**config.mk**
```make
export PLATFORM = sky130hd
export DESIGN_NAME = mem_access_unit
export DESIGN_NICKNAME = d
export VERILOG_FILES = /design/src/rtl/mem_access_unit_pkg.sv /design/src/rtl/mem_access_unit_lane_align.sv /design/src/rtl/mem_access_unit.sv
export SDC_FILE = /design/constraint.sdc
export NUM_CORES = 1
export LEC_CHECK = 0
export CORE_ASPECT_RATIO = 1.75
export CORE_MARGIN = 2
export CORE_UTILIZATION = 44
export CTS_BUF_LIST = sky130_fd_sc_hd__clkbuf_16
export CTS_CLUSTER_SIZE = 25
export DETAILED_ROUTE_END_ITERATION = 8
export GPL_TIMING_DRIVEN = 0
export PLACE_DENSITY_LB_ADDON = 0.1
export SYNTH_ARGS = -nofsm -noshare
export SYNTH_HDL_FRONTEND = slang
export SYNTH_SLANG_ARGS = --single-unit
```
**constraint.sdc**
```tcl
create_clock -name clk_i -period 2.35 [get_ports clk_i]
set_clock_uncertainty 0.2 [all_clocks]
set_input_delay 0.235 -clock clk_i [delete_from_list [all_inputs] [get_ports clk_i]]
set_output_delay 0.235 -clock clk_i [all_outputs]
set_load 0.01 [all_outputs]
```
**src/rtl/mem_access_unit_pkg.sv**
```systemverilog
// Shared encodings, FSM states and lane helpers for the data-memory access unit.
package mem_access_unit_pkg;

    localparam logic [1:0] MASK_B = 2'b00;
    localparam logic [1:0] MASK_H = 2'b01;
    localparam logic [1:0] MASK_W = 2'b10;
    localparam logic [3:0] WORD_BYTES = 4'd4;

    typedef enum logic [1:0] {
        ST_IDLE,
        ST_BEAT0,
        ST_BEAT1,
        ST_RESP
    } state_e;

    // Encoding 2'b11 falls through to a full word.
    function automatic logic [2:0] size_of(input logic [1:0] mask_op);
        case (mask_op)
            MASK_B:  size_of = 3'd1;
            MASK_H:  size_of = 3'd2;
            default: size_of = 3'd4;
        endcase
    endfunction

    function automatic logic [3:0] size_mask(input logic [2:0] size);
        case (size)
            3'd1:    size_mask = 4'b0001;
            3'd2:    size_mask = 4'b0011;
            default: size_mask = 4'b1111;
        endcase
    endfunction

endpackage

```
**src/rtl/mem_access_unit_lane_align.sv**
```systemverilog
// Combinational lane steering: store byte enables/data across two words, load extract + extend.
module mem_lane_align
    import mem_access_unit_pkg::*;
(
    input  logic [1:0]  off_i,
    input  logic [2:0]  size_i,
    input  logic        sign_i,
    input  logic [31:0] wdata_i,
    input  logic [63:0] rbeats_i,
    output logic [7:0]  be64_o,
    output logic [63:0] wd64_o,
    output logic [31:0] rdata_o
);

    logic [5:0]  sh;
    logic [31:0] r;

    always_comb begin
        sh     = {1'b0, off_i, 3'b000};
        be64_o = {4'b0000, size_mask(size_i)} << off_i;
        wd64_o = {32'b0, wdata_i} << sh;
        r      = rbeats_i[sh +: 32];
        case (size_i)
            3'd1:    rdata_o = {{24{sign_i & r[7]}}, r[7:0]};
            3'd2:    rdata_o = {{16{sign_i & r[15]}}, r[15:0]};
            default: rdata_o = r;
        endcase
    end

endmodule

```
**src/rtl/mem_access_unit.sv**
```systemverilog
// Data-memory access unit: accepts one load/store, runs one or two word beats, pulses a response.
module mem_access_unit
    import mem_access_unit_pkg::*;
#(
    parameter bit          ALLOW_SPLIT = 1'b1,
    parameter int unsigned ADDR_W      = 32
) (
    input  logic              clk_i,
    input  logic              rst_i,
    input  logic              req_valid_i,
    output logic              req_ready_o,
    input  logic              we_i,
    input  logic [1:0]        mask_op_i,
    input  logic              sign_i,
    input  logic [ADDR_W-1:0] addr_i,
    input  logic [31:0]       wdata_i,
    output logic              resp_valid_o,
    output logic [31:0]       rdata_o,
    output logic              err_o,
    output logic              bus_req_o,
    output logic              bus_we_o,
    output logic [ADDR_W-1:0] bus_addr_o,
    output logic [3:0]        bus_be_o,
    output logic [31:0]       bus_wdata_o,
    input  logic              bus_ack_i,
    input  logic [31:0]       bus_rdata_i
);

    state_e            state_q, state_d;
    logic              we_q, we_d, sign_q, sign_d, split_q, split_d;
    logic [1:0]        off_q, off_d;
    logic [2:0]        size_q, size_d;
    logic [31:0]       wdata_q, wdata_d, beat0_q, beat0_d, rdata_q, rdata_d;
    logic              resp_valid_q, resp_valid_d, err_q, err_d;
    logic              bus_req_q, bus_req_d, bus_we_q, bus_we_d;
    logic [ADDR_W-1:0] bus_addr_q, bus_addr_d;
    logic [3:0]        bus_be_q, bus_be_d;
    logic [31:0]       bus_wdata_q, bus_wdata_d;

    logic              idle, done;
    logic [3:0]        span;
    logic [1:0]        al_off;
    logic [2:0]        al_size;
    logic [31:0]       al_wdata, al_rdata;
    logic [63:0]       al_rbeats, wd64;
    logic [7:0]        be64;

    // In IDLE the aligner sees the incoming request so beat0 lanes register on acceptance.
    always_comb begin
        idle      = (state_q == ST_IDLE);
        al_off    = idle ? addr_i[1:0] : off_q;
        al_size   = idle ? size_of(mask_op_i) : size_q;
        al_wdata  = idle ? wdata_i : wdata_q;
        al_rbeats = {bus_rdata_i, (state_q == ST_BEAT0) ? bus_rdata_i : beat0_q};
        span      = {2'b00, addr_i[1:0]} + {1'b0, size_of(mask_op_i)};
    end

    mem_lane_align u_align (
        .off_i    (al_off),
        .size_i   (al_size),
        .sign_i   (sign_q),
        .wdata_i  (al_wdata),
        .rbeats_i (al_rbeats),
        .be64_o   (be64),
        .wd64_o   (wd64),
        .rdata_o  (al_rdata)
    );

    always_comb begin
        state_d      = state_q;
        we_d         = we_q;
        sign_d       = sign_q;
        split_d      = split_q;
        off_d        = off_q;
        size_d       = size_q;
        wdata_d      = wdata_q;
        beat0_d      = beat0_q;
        rdata_d      = rdata_q;
        resp_valid_d = 1'b0;
        err_d        = 1'b0;
        bus_req_d    = bus_req_q;
        bus_we_d     = bus_we_q;
        bus_addr_d   = bus_addr_q;
        bus_be_d     = bus_be_q;
        bus_wdata_d  = bus_wdata_q;
        done         = 1'b0;
        case (state_q)
            ST_IDLE: begin
                if (req_valid_i) begin
                    we_d    = we_i;
                    sign_d  = sign_i;
                    off_d   = addr_i[1:0];
                    size_d  = size_of(mask_op_i);
                    wdata_d = wdata_i;
                    split_d = (span > WORD_BYTES);
                    if (split_d && !ALLOW_SPLIT) begin
                        state_d      = ST_RESP;
                        resp_valid_d = 1'b1;
                        err_d        = 1'b1;
                    end else begin
                        state_d     = ST_BEAT0;
                        bus_req_d   = 1'b1;
                        bus_we_d    = we_i;
                        bus_addr_d  = {addr_i[ADDR_W-1:2], 2'b00};
                        bus_be_d    = be64[3:0];
                        bus_wdata_d = wd64[31:0];
                    end
                end
            end
            ST_BEAT0: begin
                if (bus_ack_i) begin
                    beat0_d = bus_rdata_i;
                    if (split_q) begin
                        state_d     = ST_BEAT1;
                        bus_addr_d  = bus_addr_q + {{(ADDR_W-3){1'b0}}, 3'd4};
                        bus_be_d    = be64[7:4];
                        bus_wdata_d = wd64[63:32];
                    end else begin
                        done = 1'b1;
                    end
                end
            end
            ST_BEAT1: done = bus_ack_i;
            ST_RESP:  state_d = ST_IDLE;
            default:  state_d = ST_IDLE;
        endcase
        if (done) begin
            state_d      = ST_RESP;
            resp_valid_d = 1'b1;
            bus_req_d    = 1'b0;
            bus_we_d     = 1'b0;
            bus_addr_d   = '0;
            bus_be_d     = 4'b0000;
            bus_wdata_d  = 32'b0;
            if (!we_q) rdata_d = al_rdata;
        end
    end

    always_ff @(posedge clk_i) begin
        if (rst_i) begin
            state_q      <= ST_IDLE;
            we_q         <= 1'b0;
            sign_q       <= 1'b0;
            split_q      <= 1'b0;
            off_q        <= 2'b00;
            size_q       <= 3'd0;
            wdata_q      <= 32'b0;
            beat0_q      <= 32'b0;
            rdata_q      <= 32'b0;
            resp_valid_q <= 1'b0;
            err_q        <= 1'b0;
            bus_req_q    <= 1'b0;
            bus_we_q     <= 1'b0;
            bus_addr_q   <= '0;
            bus_be_q     <= 4'b0000;
            bus_wdata_q  <= 32'b0;
        end else begin
            state_q      <= state_d;
            we_q         <= we_d;
            sign_q       <= sign_d;
            split_q      <= split_d;
            off_q        <= off_d;
            size_q       <= size_d;
            wdata_q      <= wdata_d;
            beat0_q      <= beat0_d;
            rdata_q      <= rdata_d;
            resp_valid_q <= resp_valid_d;
            err_q        <= err_d;
            bus_req_q    <= bus_req_d;
            bus_we_q     <= bus_we_d;
            bus_addr_q   <= bus_addr_d;
            bus_be_q     <= bus_be_d;
            bus_wdata_q  <= bus_wdata_d;
        end
    end

    assign req_ready_o  = (state_q == ST_IDLE);
    assign resp_valid_o = resp_valid_q;
    assign err_o        = err_q;
    assign rdata_o      = rdata_q;
    assign bus_req_o    = bus_req_q;
    assign bus_we_o     = bus_we_q;
    assign bus_addr_o   = bus_addr_q;
    assign bus_be_o     = bus_be_q;
    assign bus_wdata_o  = bus_wdata_q;

endmodule

```
==> results of run 1 <==
cells in the mapped netlist (4+ instances only):
master and number:
nand2_1 225, a21oi_1 190, dfxtp_1 175, o21ai_0 87, nor2_1 81, clkbuf_1 67
mux2i_1 62, nand3_1 45, mux2_2 42, a31oi_1 35, nor3_1 28, buf_2 26
a211oi_1 16, nor4_1 16, and3_1 15, nor2b_1 13, o22ai_1 11, nand4_1 10
a21o_1 9, ha_1 8, o221ai_1 8, buf_1 7, mux4_2 7, inv_1 6
or3_1 6, a221oi_1 4, a22oi_1 4, and2_1 4, buf_4 4
critical path, delay by kind of cell (launching register included):
family | cells | cell delay, ps
AOI/OAI and AO/OA | 2 | 390
adders and majority gates | 1 | 190
buffers and inverters | 3 | 430
DFF | 1 | 360
muxes | 2 | 560
and+or+nand+nor | 1 | 150
sequential cells by signal, summed over array words and instances (netlist names):
signal,cells
bus_wdata_o,32
split_q,1
size_q,3
beat0_q,32
resp_valid_o,1
bus_be_o,4
bus_we_o,1
rdata_o,32
bus_addr_o,30
off_q,2
state_q,2
we_q,1
wdata_q,32
bus_req_o,1
sign_q,1
through the flow:
stage,setup TNS (ps),util [%],instances,worst slack [ps]
floorplan,0,-,1271,21.2
global placement,-81140,55.8,1771,-1080
detailed placement,-82530,55.8,1771,-1050
CTS,-29.1,63.0,1819,-24.8
global route,-2070,66.3,1833,-96.0
finish,-313,66.3,1833,-51.9
timing repair:
item                                    4_1_cts  5_1_grt
gates resized for setup                     206      141
gates cloned                                  2        2
pin swaps                                    19       32
setup buffers                                20       15
endpoints found under the setup margin      134      106
power groups by stage:
stage               registers [mW]  logic, mW  clock network [mW]
finish                        4.53       11.4                2.88
global route                  4.59       11.9                2.99
CTS                           4.47       10.2                2.88
detailed placement            4.50       8.69                   0
global placement              4.48       8.64                   0
floorplan                     4.51       4.96                   0
layer usage:
layer,wire length [um],up-vias,GRT usage (%)
li1,-,5092,-
met1,14600,5301,37.3
met2,21800,628,62.4
met3,2820,220,4.82
met4,4870,0,33.2
met5,0,-,0
cell families after synthesis:
group,synth area share [%]
and+or+nand+nor,21.5
AOI/OAI and AO/OA,23.1
DFF,35.7
buffers and inverters,5.11
muxes,12.9
adders and majority gates,1.33
xor gates and xnor gates,0.357
other,0.0382
cell type report:
class | count | area share [%]
timing repair buffer | 241 | 17.0
tap | 296 | 2.54
multi-input combinational | 982 | 47.0
sequential | 175 | 24.2
clock buffer | 17 | 2.92
inverter | 8 | 0.266
buffer | 99 | 5.03
clock inverter | 15 | 1.04
worst paths after layout:
check | to | slack, ps | cells past startpoint
max | rdata_o[31] | -50 | 9
min | sign_q | 140 | 3
max reg2reg | rdata_o[31] | -50 | 9
min reg2reg | beat0_q[31] | 250 | 2
==> flow_summary.ini, run 1 <==
[run_status]
outcome = finished, violations left
violations = negative setup slack

[final_layout]
layout_commonest_cell = nand2_1
fill_cells = 1954
stdcell_area_um2 = 14600
final_cell_mix = nand2_1, clkdlybuf4s50_1, a21oi_1, dfxtp_1, o21ai_0
synthToLayoutAreaGrowth_pct = 48.6
multi_input_area_um2 = 6860
n_antenna_cell = 0
layout-drive-gt1-share_pct = 23.4
seq_area_um2 = 3530
finalNetCount = 1637

[routing]
drcViolationCount = 0
antenna_left = 0
wl_per_cell_um = 24.1
drt_first_pass_iters = 7
totalWireLength_um = 44100
dr.first_iter.drc_count = 897
num_vias = 11200
viasPerCell = 6.13

[sta]
finalCritPeriodShare_pct = 102
worst_pin_slew_ps = 750
drv_slew = 0
finalCriticalPeriod_ps = 2400
whs_ps = 140
finalHoldViolations = 0
setup_viol = 24
slew_headroom_pct = 50.0
fmax_mhz = 416
grt_setup_unrepaired = true
fin_ws_ps = -51.9

[floorplan]
fp.dieArea_um2 = 23600
dieWidth_um = 117
die_height_um = 202
core_um2 = 22000
rows = 72
ios = 209
start_util_pct = 44.6

[yosys]
synth_seq_area_share_pct = 35.7
netlist_area_um2 = 9810
synth_area_leaders = dfxtp_1, a21oi_1, nand2_1
yosys_warnings = 0
synth_top_area_cell = dfxtp_1
synth-edff-count = 0
ys.flop_type = dfxtp_1
synth.distinct_cells = 67
syn_avg_cell_area_um2 = 7.73
yosysTopAreaCellShare_pct = 35.7
ys_seq_elements = 175
async_flop_share_pct = 0
syn_inst = 1269

[worst_setup_path]
critPathMaxFanout = 10
cp-startpoint = state_q[1]
critPathMaxStageDelay_ps = 360
slowest_stage = dfxtp_4
worst_setup_path_end_kind = register
path_class = register to register
critPathRequiredTime_ps = 2480
rr_startpoint = state_q[1]
cp_data_arrival_time_ps = 2530
cp_cell_sequence = inv_4 > ha_4 > mux2i_4 > buf_12 > clkbuf_16 > mux2i_2 > nand2_1 > a31oi_4 > a21oi_1
crit_path_start_kind = register

[grt]
grt_pass1_vias = 11100
grt_max_degree = 18
grt_remaining_overflow = 0
groute.usage.overall_pct = 36.5
grt_pass1_wl_um = 63900
antenna_found_initial = 0

[power]
seq_power_share_pct = 24.1
power_mw = 18.8
power_switching_share_pct = 46.3
p_clk_share_pct = 15.3
ir_drop_v = 0.000775
internal_power_mw = 10.1
power_density_nw_per_um2 = 1290
leakagePower_nw = 5.35
p_switching_mw = 8.70
power_frac_comb_pct = 60.6

[cts]
ctsHtreeMaxLevel = 4
worstSkewPairLatency_ps = 450
tritoncts = yes
numCtsBuffers = 17
clk_pin_slew_ps = 70
cts_root_buffer = clkbuf_16
clockBufferDepth = 2
clock-sinks = 175
ctsHoldBuffers = 0

[job]
maxCapViolCount = 0

[place]
gp_congestion = 0.997
portBuffers = 204
post-dp-hpwl_um = 32400
placed_cell_area_um2 = 12300

[hold_path]
hold_start = sign_i
hold_path.class = input pin to register
Power figures use the tool's default switching activity.
==> inputs of run 2 (changes only) <==
--- a/config.mk
+++ b/config.mk
@@ -13,6 +13,7 @@
 export DETAILED_ROUTE_END_ITERATION = 8
 export GPL_TIMING_DRIVEN = 0
 export PLACE_DENSITY_LB_ADDON = 0.1
+export RECOVER_POWER = 50
 export SYNTH_ARGS = -nofsm -noshare
 export SYNTH_HDL_FRONTEND = slang
 export SYNTH_SLANG_ARGS = --single-unit
==> run 2 against run 1 <==
Against the previous run: flip-flop and latch count stayed put; register-to-register slack hardly changed; die area stayed put; worst hold slack hardly changed; the run still ends with negative setup slack left.
==> flow_summary.ini, run 2 (same netlist as run 1, synthesis figures left out) <==
[final_layout]
finalNetCount = 1637
synthToLayoutAreaGrowth_pct = 48.6
final_cell_mix = nand2_1, a21oi_1, dfxtp_1, clkdlybuf4s50_1, dlygate4sd3_1
final_cells = 1833
n_antenna_cell = 0
stdcell_area_um2 = 14600
layout-drive-gt1-share_pct = 23.2
fill_cells = 1956
layout_commonest_cell = nand2_1

[cts]
worstSkewPairLatency_ps = 450
clock-sinks = 175
clockBufferDepth = 2
numCtsBuffers = 17
clk_pin_slew_ps = 70
ctsHoldBuffers = 0
ctsHtreeMaxLevel = 4
tritoncts = yes
cts_root_buffer = clkbuf_16

[grt]
groute.usage.overall_pct = 36.5
grt_pass1_vias = 11100
grt_remaining_overflow = 0
grt_max_degree = 18
grt_pass1_wl_um = 63900
antenna_found_initial = 0

[floorplan]
start_util_pct = 44.6
rows = 72
fp.dieArea_um2 = 23600
ios = 209
core_um2 = 22000
die_height_um = 202
dieWidth_um = 117

[routing]
num_vias = 11200
wl_per_cell_um = 24.0
wl_met1_um = 14700
totalWireLength_um = 44100
route.met3.wl_um = 2680
viasPerCell = 6.10
antenna_left = 0
drcViolationCount = 0
dr.first_iter.drc_count = 881
wl_met2_um = 21900
top_layer = met4
drt_first_pass_iters = 5

[power]
internal_power_mw = 9.90
ir_drop_v = 0.000774
power_frac_comb_pct = 60.3
power_mw = 18.6
power_switching_share_pct = 46.7
p_clk_share_pct = 15.5
seq_power_share_pct = 24.2
power_density_nw_per_um2 = 1270
leakagePower_nw = 5.63
p_switching_mw = 8.67

[sta]
finalCritPeriodShare_pct = 102
worst_pin_slew_ps = 753
finalHoldViolations = 0
grt_setup_unrepaired = true
setup_viol = 18
finalCriticalPeriod_ps = 2400
fin_ws_ps = -45.6
drv_slew = 0
slew_headroom_pct = 49.8
fmax_mhz = 417

[place]
dpl.cell_count = 1771
placed_cell_area_um2 = 12300
post-dp-hpwl_um = 32400
gp_congestion = 0.997
portBuffers = 204

[worst_setup_path]
cp_data_arrival_time_ps = 2530
path_class = register to register
crit_path_start_kind = register
worst_setup_path_end_kind = register
critPathRequiredTime_ps = 2480
critPathMaxFanout = 10

[hold_path]
hold_path.class = input pin to register

[run_status]
violations = negative setup slack
outcome = finished, violations left

[job]
maxCapViolCount = 0
## run 2: worst paths after layout
path	start	cells after the start	endpoint	slack, ps
max	state_q[1]	9	rdata_o[31]	-50
min	sign_i	3	sign_q	140
max reg2reg	state_q[1]	9	rdata_o[31]	-50
min reg2reg	bus_wdata_o[27]	1	bus_wdata_o[27]	250
## run 2: layer usage
layer / up-vias / GRT usage (%)
li1: 5083 / -
met1: 5313 / 37.3
met2: 573 / 62.4
met3: 216 / 4.82
met4: 0 / 33.2
met5: - / 0
## run 2: per-stage QoR
step	TNS (ps)	hold WS [ps]	worst slack, ps	utilization (%)
after floorplan	0	171	21.2	-
after global placement	-81140	234	-1080	55.8
after detailed placement	-82530	239	-1050	55.8
after CTS	-29.1	144	-24.8	63.0
after global routing	-2250	164	-95.7	66.3
final	-208	140	-45.6	66.3
## run 2: critical path: stages (launching register included)
cell and delay, ps:
dfxtp_4 360, inv_4 80, ha_4 190, mux2i_4 260, buf_12 160, clkbuf_16 190, mux2i_2 300, nand2_1 150
a31oi_4 290, a21oi_1 100
## run 2: cell type report
type | count | area [um2] | area share [%]
Sequential cell | 175 | 3520 | 24.2
Inverter | 8 | 38.8 | 0.266
Tap cell | 296 | 370 | 2.54
Buffer | 99 | 733 | 5.03
Clock inverter | 15 | 151 | 1.04
Clock buffer | 17 | 425 | 2.92
Timing Repair Buffer | 241 | 2480 | 17.0
Multi-Input combinational cell | 982 | 6860 | 47.0
## run 2: power by group through the flow
stage | combinational [mW] | clock (mW) | sequential, mW
6_report | 11.2 | 2.87 | 4.49
5_1_grt | 11.8 | 2.99 | 4.57
4_1_cts | 10.2 | 2.88 | 4.47
3_5_place_dp | 8.69 | 0 | 4.50
3_3_place_gp | 8.64 | 0 | 4.48
2_1_floorplan | 4.96 | 0 | 4.51
## run 2: what timing repair did
item	CTS	global route
pin swaps	19	32
setup endpoints to repair	134	106
setup buffers	20	15
gates resized for setup	206	141
cloned	2	2
==> inputs of run 3 (changes only) <==
--- a/config.mk
+++ b/config.mk
@@ -7,7 +7,7 @@
 export LEC_CHECK = 0
 export CORE_ASPECT_RATIO = 1.75
 export CORE_MARGIN = 2
-export CORE_UTILIZATION = 44
+export CORE_UTILIZATION = 35
 export CTS_BUF_LIST = sky130_fd_sc_hd__clkbuf_16
 export CTS_CLUSTER_SIZE = 25
 export DETAILED_ROUTE_END_ITERATION = 8
==> constraint.sdc (replaced) <==
create_clock -name clk_i -period 2.35 [get_ports clk_i]
set_clock_uncertainty 0.2 [all_clocks]
set_input_delay 0.47 -clock clk_i [delete_from_list [all_inputs] [get_ports clk_i]]
set_output_delay 0.47 -clock clk_i [all_outputs]
set_load 0.005 [all_outputs]
==> run 3 against run 2 <==
Against the previous run: clock power is 4% higher; count of clock-buffer cells in the layout is the same; first-iteration DRC count is 4.5% lower; flip-flop and latch count unchanged; design area is 1.1% higher; critical path type unchanged; the run still ends with negative setup slack left; largest power group unchanged.
==> flow_summary.ini, run 3 (same netlist as run 1, synthesis figures left out) <==
[run_status]
outcome = finished, violations left
violations = negative setup slack

[sta]
slew_headroom_pct = 47.9
finalHoldViolations = 0
fin_ws_ps = -60.2
finalCriticalPeriod_ps = 2410
setup_viol = 12
grt_setup_unrepaired = true
fmax_mhz = 415
finalCritPeriodShare_pct = 103
worst_pin_slew_ps = 781
drv_slew = 0

[final_layout]
postLayoutCoreUtil_pct = 53.1
synthToLayoutAreaGrowth_pct = 50.2
final_cell_mix = nand2_1, clkdlybuf4s50_1, a21oi_1, dfxtp_1, o21ai_0
layout_commonest_cell = nand2_1
finalNetCount = 1644
final_cells = 1918
layout-drive-gt1-share_pct = 24.0

[place]
post-dp-hpwl_um = 34100
portBuffers = 204
dpl.cell_count = 1848
gp_congestion = 0.971

[cts]
cts_root_buffer = clkbuf_16
numCtsBuffers = 17
clock-sinks = 175
worstSkewPairLatency_ps = 460
tritoncts = yes
clk_pin_slew_ps = 70
clockBufferDepth = 2
ctsHoldBuffers = 0
ctsHtreeMaxLevel = 4

[floorplan]
fp.dieArea_um2 = 29400
ios = 209
dieWidth_um = 131
rows = 81
core_um2 = 27800
start_util_pct = 35.3
die_height_um = 225

[worst_setup_path]
r2r_cells = 9
critPathRequiredTime_ps = 2490
cp_data_arrival_time_ps = 2550
path_class = register to register
crit_end = rdata_o[28]
critPathMaxFanout = 10
rr_startpoint = state_q[0]
crit_path_start_kind = register
rrSetupSlack_ps = -60
worst_setup_path_end_kind = register
cp-startpoint = state_q[0]
reg2reg_to = rdata_o[28]

[grt]
antenna_found_initial = 1
grt_max_degree = 17
grt_pass1_wl_um = 66300
grt_pass1_vias = 10800
groute.usage.overall_pct = 30.8
grt_remaining_overflow = 0

[routing]
wl_per_cell_um = 24.0
drt_first_pass_iters = 5
num_vias = 11000
viasPerCell = 5.75
dr.first_iter.drc_count = 841
totalWireLength_um = 45900
drcViolationCount = 0
antenna_left = 0

[hold_path]
hold_path.class = register to register

[power]
ir_drop_v = 0.000820
leakagePower_nw = 5.37
power_density_nw_per_um2 = 1270

[job]
maxCapViolCount = 0
[run 3: changes by cell type in the layout (fill, tap and decap cells not counted), moves of 4 or more]
cell             delta
clkdlybuf4s50_1    +93
dlygate4sd3_1      -96
nor3_4              -4
buf_6               +9
clkinv_2            +4
buf_4               +9
mux2i_4             -5
clkbuf_2            -6
mux2i_2             +7
[run 3: timing repair]
action,4_1_cts,5_1_grt
buffers inserted,29,13
setup endpoints to repair,144,96
gates resized for setup,243,120
cloned,2,1
pin swaps,20,35
[run 3: report_power, final]
group	switching [mW]	internal [mW]
Sequential	0.791	3.72
Clock	1.33	1.66
Combinational	6.38	4.89
Total	8.50	10.3
[run 3: metal layers]
metal	GRT usage [%]	up-vias	part of all wire, %
met5	0	-	0
met2	55.0	474	52
met4	24.9	0	8.3
met1	31.5	5307	35
li1	-	5108	-
met3	3.77	143	5.0
[run 3: metrics by stage]
step / setup TNS, ps / setup WS, ps / cell area [um2] / power (mW) / hold slack, ps
2_1_floorplan: 0 / 5.90 / 9850 / 9.25 / 232
3_5_place_dp: -108180 / -1330 / 12400 / 13.1 / 240
5_1_grt: -1270 / -71.1 / 14700 / 19.6 / 264
6_report: -221 / -60.2 / 14700 / 18.8 / 254
3_3_place_gp: -105440 / -1340 / 12400 / 13.1 / 239
4_1_cts: -20.8 / -12.6 / 14200 / 17.9 / 252
[run 3: final cells by class]
cell class                      instances  area, um2
Inverter                                8       36.3
Tap cell                              373        467
Sequential cell                       175       3520
Multi-Input combinational cell        981       6860
Fill cell                            2758      13000
Antenna cell                            1       2.50
Clock inverter                         15        169
Timing Repair Buffer                  248       2480
Clock buffer                           17        425
Buffer                                100        783
[run 3: worst min path at each step]
stage / from / depth (start not counted) / endpoint / slack (ps)
after floorplan: beat0_q[7] / 2 / beat0_q[7] / 230
after global placement: bus_wdata_o[29] / 1 / bus_wdata_o[29] / 240
after detailed placement: bus_wdata_o[30] / 1 / bus_wdata_o[30] / 240
after CTS: beat0_q[7] / 2 / beat0_q[7] / 250
after global routing: bus_wdata_o[31] / 1 / bus_wdata_o[31] / 260
final: bus_wdata_o[31] / 1 / bus_wdata_o[31] / 250
[run 3: critical path, cell delays in order (launching register included)]
cell and delay (ps):
dfxtp_4 370, inv_4 70, ha_4 190, buf_12 150
mux2i_4 340, buf_4 210, buf_4 200, o21ai_0 130
a31oi_2 310, a21oi_1 110
==> patch 1: new RTL, settings of run 1 <==
The parameter `ADDR_W` goes from 32 to 64.
--- a/src/rtl/mem_access_unit.sv
+++ b/src/rtl/mem_access_unit.sv
@@ -5,3 +5,3 @@
     parameter bit          ALLOW_SPLIT = 1'b1,
-    parameter int unsigned ADDR_W      = 32
+    parameter int unsigned ADDR_W      = 64
 ) (
Interface: changed (resized addr_i and bus_addr_o); port bits go from 209 to 273. No check against the original RTL was run, so the function may have changed too.
==> patch 1 against run 1 <==
The flow still finishes with violations (negative setup slack); power up 40%; global-route usage up 2.4 points; via count up 30%; final area up 33%; setup slack worse by 0.17 ns; highest routed layer unchanged; combinational power up 48%; sequential cell count up 32; routed wire length up 34%; area after synthesis up 19%; cell count up 24%.
==> patch 1: results (changes against run 1) <==
average size of a mapped cell=7.614 sq um (-1.5%); Hold EP=sign_q$_SDFFE_PP0P_; placed wire-length estimate=40.64 mm (+25%); layout cells sized above 1=29.28% (+5.9 points); DR WL/cell=26.01 um (+8.1%); endpoints failing setup=110 (+360%); CTS Buffer Depth=3 (+1); setup ws final=-0.2200 ns (-0.1681 ns); # port buffers=268 (+31%); failing checks=negative setup slack; vias after detailed routing=14640 (+30%); reg2reg path depth=10 (+1); most frequent cells after synthesis=nand2_1, dfxtp_1, a21oi_1; Pre-antenna DRT Iters=7 (unchanged); number of global-route vias before repair=13980 (+26%); CP arrival=2.82 ns (+0.29 ns); H-Tree Level Count=1 (-3); library cells used by synthesis=70 (+4.5%); relative slew slack=50.60% (+0.58 points); total track usage=38.92% (+2.4 points); worst skew pair latency=0.54 ns (+0.09 ns); largest stage delay on the critical path=0.57 ns (+0.21 ns); dominant cells by area after synthesis=dfxtp_1, nand2_1, a21oi_1, mux2i_1, nor2_1; maximum VDD drop=0.0007627 V (-1.6%); final wirelength=59.06 mm (+34%); first-pass GRT wire length=82.80 mm (+29%); Num CTS Buffers=22 (+5); register area share after synthesis=35.57% (-0.13 points); Layout Nets=2081 (+27%); Sw Ratio=45.51% (-0.82 points); critical path's slowest cell=or4_1; Leak Pwr=6.990 nW (+31%); DRT iter0 DRCs=1527 (+70%); fillers=1894 (-3.1%); initial antenna violation count=1 (+1); Crit Path Max Fanout=6 (-4); run status=finished, violations left; CP endpoint=bus_addr_o[60]$_SDFFE_PP0P_
## patch 1: changes by cell type after synthesis, moves of 31 or more
| cell | before | now |
|---|---|---|
| nor3_1 | 28 | 60 |
| nand2_1 | 225 | 302 |
| o21ai_0 | 87 | 56 |
| a211oi_1 | 16 | 54 |
| nor2_1 | 81 | 122 |
| a21oi_1 | 190 | 144 |
| dfxtp_1 | 175 | 207 |
## patch 1: stage by stage
step	instance area, sq um	setup WS [ns]	hold WS, ns	setup TNS (ns)	total power [mW]
finish	19340	-0.2200	0.05377	-10.26	26.29
global route	19340	-0.2705	0.09155	-15.46	27.06
CTS	17630	-0.1581	0.05271	-9.583	22.82
detailed placement	15020	-1.244	0.2472	-126.11	16.39
global placement	15020	-1.248	0.2401	-125.23	16.29
floorplan	11940	-0.07098	0.1510	-1.850	11.64
## patch 1: kinds of logic (layout without fill, tap and decap cells)
family | count (synthesis) | after routing | synth area share (%)
AO/OA/AOI/OAI | 418 | 418 | 23.66
buffers and inverters | 141 | 559 | 4.790
other | 1 | 4 | 0.03219
flip-flops | 207 | 207 | 35.57
AND/OR/NAND/NOR | 663 | 663 | 26.10
XOR/XNOR | 6 | 6 | 0.4511
adder cells (fa/ha/maj) | 10 | 10 | 1.117
multiplexers | 84 | 84 | 8.281
## patch 1: timing repair
item | 4_1_cts | 5_1_grt
pin swaps | 55 | 81
buffers inserted | 57 | 52
endpoints found under the setup margin | 164 | 137
cloned | 7 | 9
gates resized for setup | 347 | 311
## patch 1: critical path, delay by kind of cell (launching register included)
kind / cells / cell delay (ns)
simple gates: 4 / 1.18
flops: 1 / 0.36
buf+inv: 3 / 0.33
compound gates: 2 / 0.25
fa+ha+maj: 1 / 0.16
## patch 1: per-layer routing
layer | global-route usage (%) | wire length (um) | vias to the layer above
li1 | - | - | 6415
met1 | 41.52 | 19430 | 6857
met2 | 69.35 | 29050 | 1027
met3 | 5.241 | 4910 | 343
met4 | 28.83 | 5678 | 0
met5 | 0 | 0 | -
## patch 1: area by class of cell
type	instances	area, sq um	area share (%)
Timing Repair Buffer	389	4040	20.89
Inverter	10	42.54	0.2199
Clock inverter	15	120.1	0.6210
Buffer	122	1250	6.462
Antenna cell	1	2.502	0.01294
Clock buffer	23	575.6	2.976
Multi-Input combinational cell	1184	8700	44.98
Tap cell	320	400.4	2.070
Sequential cell	207	4212	21.77
## patch 1: power by group through the flow
| stage | Combinational (mW) | Sequential [mW] | Clock (mW) |
|---|---|---|---|
| after detailed placement | 10.7 | 5.69 | 0 |
| final | 16.9 | 5.81 | 3.57 |
| after floorplan | 5.97 | 5.67 | 0 |
| after global routing | 17.5 | 5.87 | 3.68 |
| after global placement | 10.6 | 5.66 | 0 |
| after CTS | 13.6 | 5.67 | 3.55 |
==> patch 2: new RTL, config.mk and constraints of run 1 <==
Made on the original files. The output `err_o` loses its register stage (`err_q` becomes a continuous assignment).
--- a/src/rtl/mem_access_unit.sv
+++ b/src/rtl/mem_access_unit.sv
@@ -150,3 +150,2 @@
             resp_valid_q <= 1'b0;
-            err_q        <= 1'b0;
             bus_req_q    <= 1'b0;
@@ -167,3 +166,2 @@
             resp_valid_q <= resp_valid_d;
-            err_q        <= err_d;
             bus_req_q    <= bus_req_d;
@@ -175,2 +173,4 @@
     end
+
+    assign err_q = err_d;
 
Behaviour: unchanged (Yosys induction, for registers that start in step).
==> patch 2 against run 1 <==
The run still ends with negative setup slack left; sequential share of layout area increased by 0.43 points; non-clock buffer count increased by 8; area after synthesis decreased by 0.27%; setup slack got worse by 0.055 ns; sequential cell count unchanged; first-iteration DRC count increased by 4.6%; power decreased by 5.6%; cell count increased by 0.22%; maximum frequency decreased by 2.2%; routed wire length decreased by 4.8%; final area decreased by 1.6%; critical path depth increased by 2; synthesized cell count increased by 0.24%; largest power group unchanged.
==> patch 2: results (changes against run 1) <==
routability cong.=1.016 (+1.9%); post-route insts no fill=1837 (+0.22%); run status=finished, violations left; hold path start=addr_i[6]; endpoints failing setup=16 (-33%); first-pass GRT wire length=62.07 mm (-2.9%); setup ws final=-0.1065 ns (-0.05458 ns); most frequent cells after synthesis=nand2_1, dfxtp_1, a21oi_1; Sequential cell area=0.003531 sq mm (+0.11%); Layout Nets=1641 (+0.24%); placed wire-length estimate=31.53 mm (-2.7%); failing checks=negative setup slack; fillers=1984 (+1.5%); Placed Area=0.01228 sq mm (about the same); DR WL/cell=22.87 um (-5.0%); vias per cell=6.062 (-1.2%); number of global-route vias before repair=10690 (-3.7%); total track usage=35.28% (-1.2 points); average size of a mapped cell=7.693 sq um (-0.50%); dominant cells by area after synthesis=dfxtp_1, nand2_1, a21oi_1, mux2i_1, mux2_2; register area share after synthesis=35.80% (+0.096 points); Pre-antenna DRT Iters=6 (-1); layout cells sized above 1=21.67% (-1.7 points); largest net degree at the start of global routing=17 (-1); measured slew at the worst slew-check pin=0.8111 ns (+0.06143 ns)
[patch 2: worst paths after layout]
kind	slack [ns]	to	cells past startpoint
worst min-delay path	0.16	bus_addr_o[6]$_SDFFE_PP0P_	3
worst max register to register	-0.11	rdata_o[23]$_SDFFE_PP0P_	11
worst min register to register	0.25	bus_wdata_o[27]$_SDFFE_PP0P_	2
worst max-delay path	-0.11	rdata_o[23]$_SDFFE_PP0P_	11
[patch 2: metrics by stage]
stage                     setup WS, ns  setup TNS, ns
final                          -0.1065         -1.343
after global routing           -0.1629         -2.952
after CTS                     -0.03048        -0.4243
after detailed placement       -0.8219         -62.15
after global placement         -0.8035         -56.62
after floorplan                0.02961              0
[patch 2: repair_timing]
| item | CTS | global route |
|---|---|---|
| cloned | 2 | 2 |
| gates resized for setup | 200 | 121 |
| buffers inserted | 20 | 17 |
| setup endpoints to repair | 146 | 103 |
| pin swaps | 25 | 22 |
| hold buffers | 0 | 0 |
[patch 2: area by class of cell]
type                    instances  area share (%)
flip-flops and latches        175           24.62
multi-input cells             976           46.45
clock inverters                15           1.282
inverters                      10          0.2966
repair buffers                244           16.83
well taps                     296           2.582
plain buffers                 104           4.973
clock buffers                  17           2.966
[patch 2: report_power, final]
part / switching (mW) / total [mW] / internal, mW
sequential: 0.696 / 4.44 / 3.74
combinational: 5.87 / 10.3 / 4.40
clock: 1.33 / 3.01 / 1.68
total: 7.89 / 17.7 / 9.82
[patch 2: kinds of logic after synthesis]
group | count (synthesis) | share of synthesized area [%]
XOR/XNOR | 8 | 0.7928
flip-flops | 175 | 35.80
adder cells (fa/ha/maj) | 10 | 1.330
AND/OR/NAND/NOR | 480 | 21.79
multiplexers | 109 | 12.61
other | 1 | 0.03832
buffers and inverters | 123 | 5.230
AO/OA/AOI/OAI | 366 | 22.41
[patch 2: layer usage]
| layer | track usage, % | vias up | part of all wire, % |
|---|---|---|---|
| met2 | 61.62 | 630 | 50 |
| met4 | 26.34 | 0 | 9.5 |
| li1 | - | 5071 | - |
| met5 | 0 | - | 0 |
| met3 | 5.542 | 211 | 6.6 |
| met1 | 36.84 | 5223 | 33 |
[patch 2: worst max-delay path, stage by stage, from the launching register on]
cell and delay, ns:
dfxtp_4 0.35, inv_4 0.08, ha_4 0.17, buf_8 0.13, mux2i_4 0.25, buf_6 0.16
mux2i_4 0.27, nor3_4 0.06, o31ai_4 0.26, buf_6 0.18, buf_6 0.13, a31oi_4 0.07
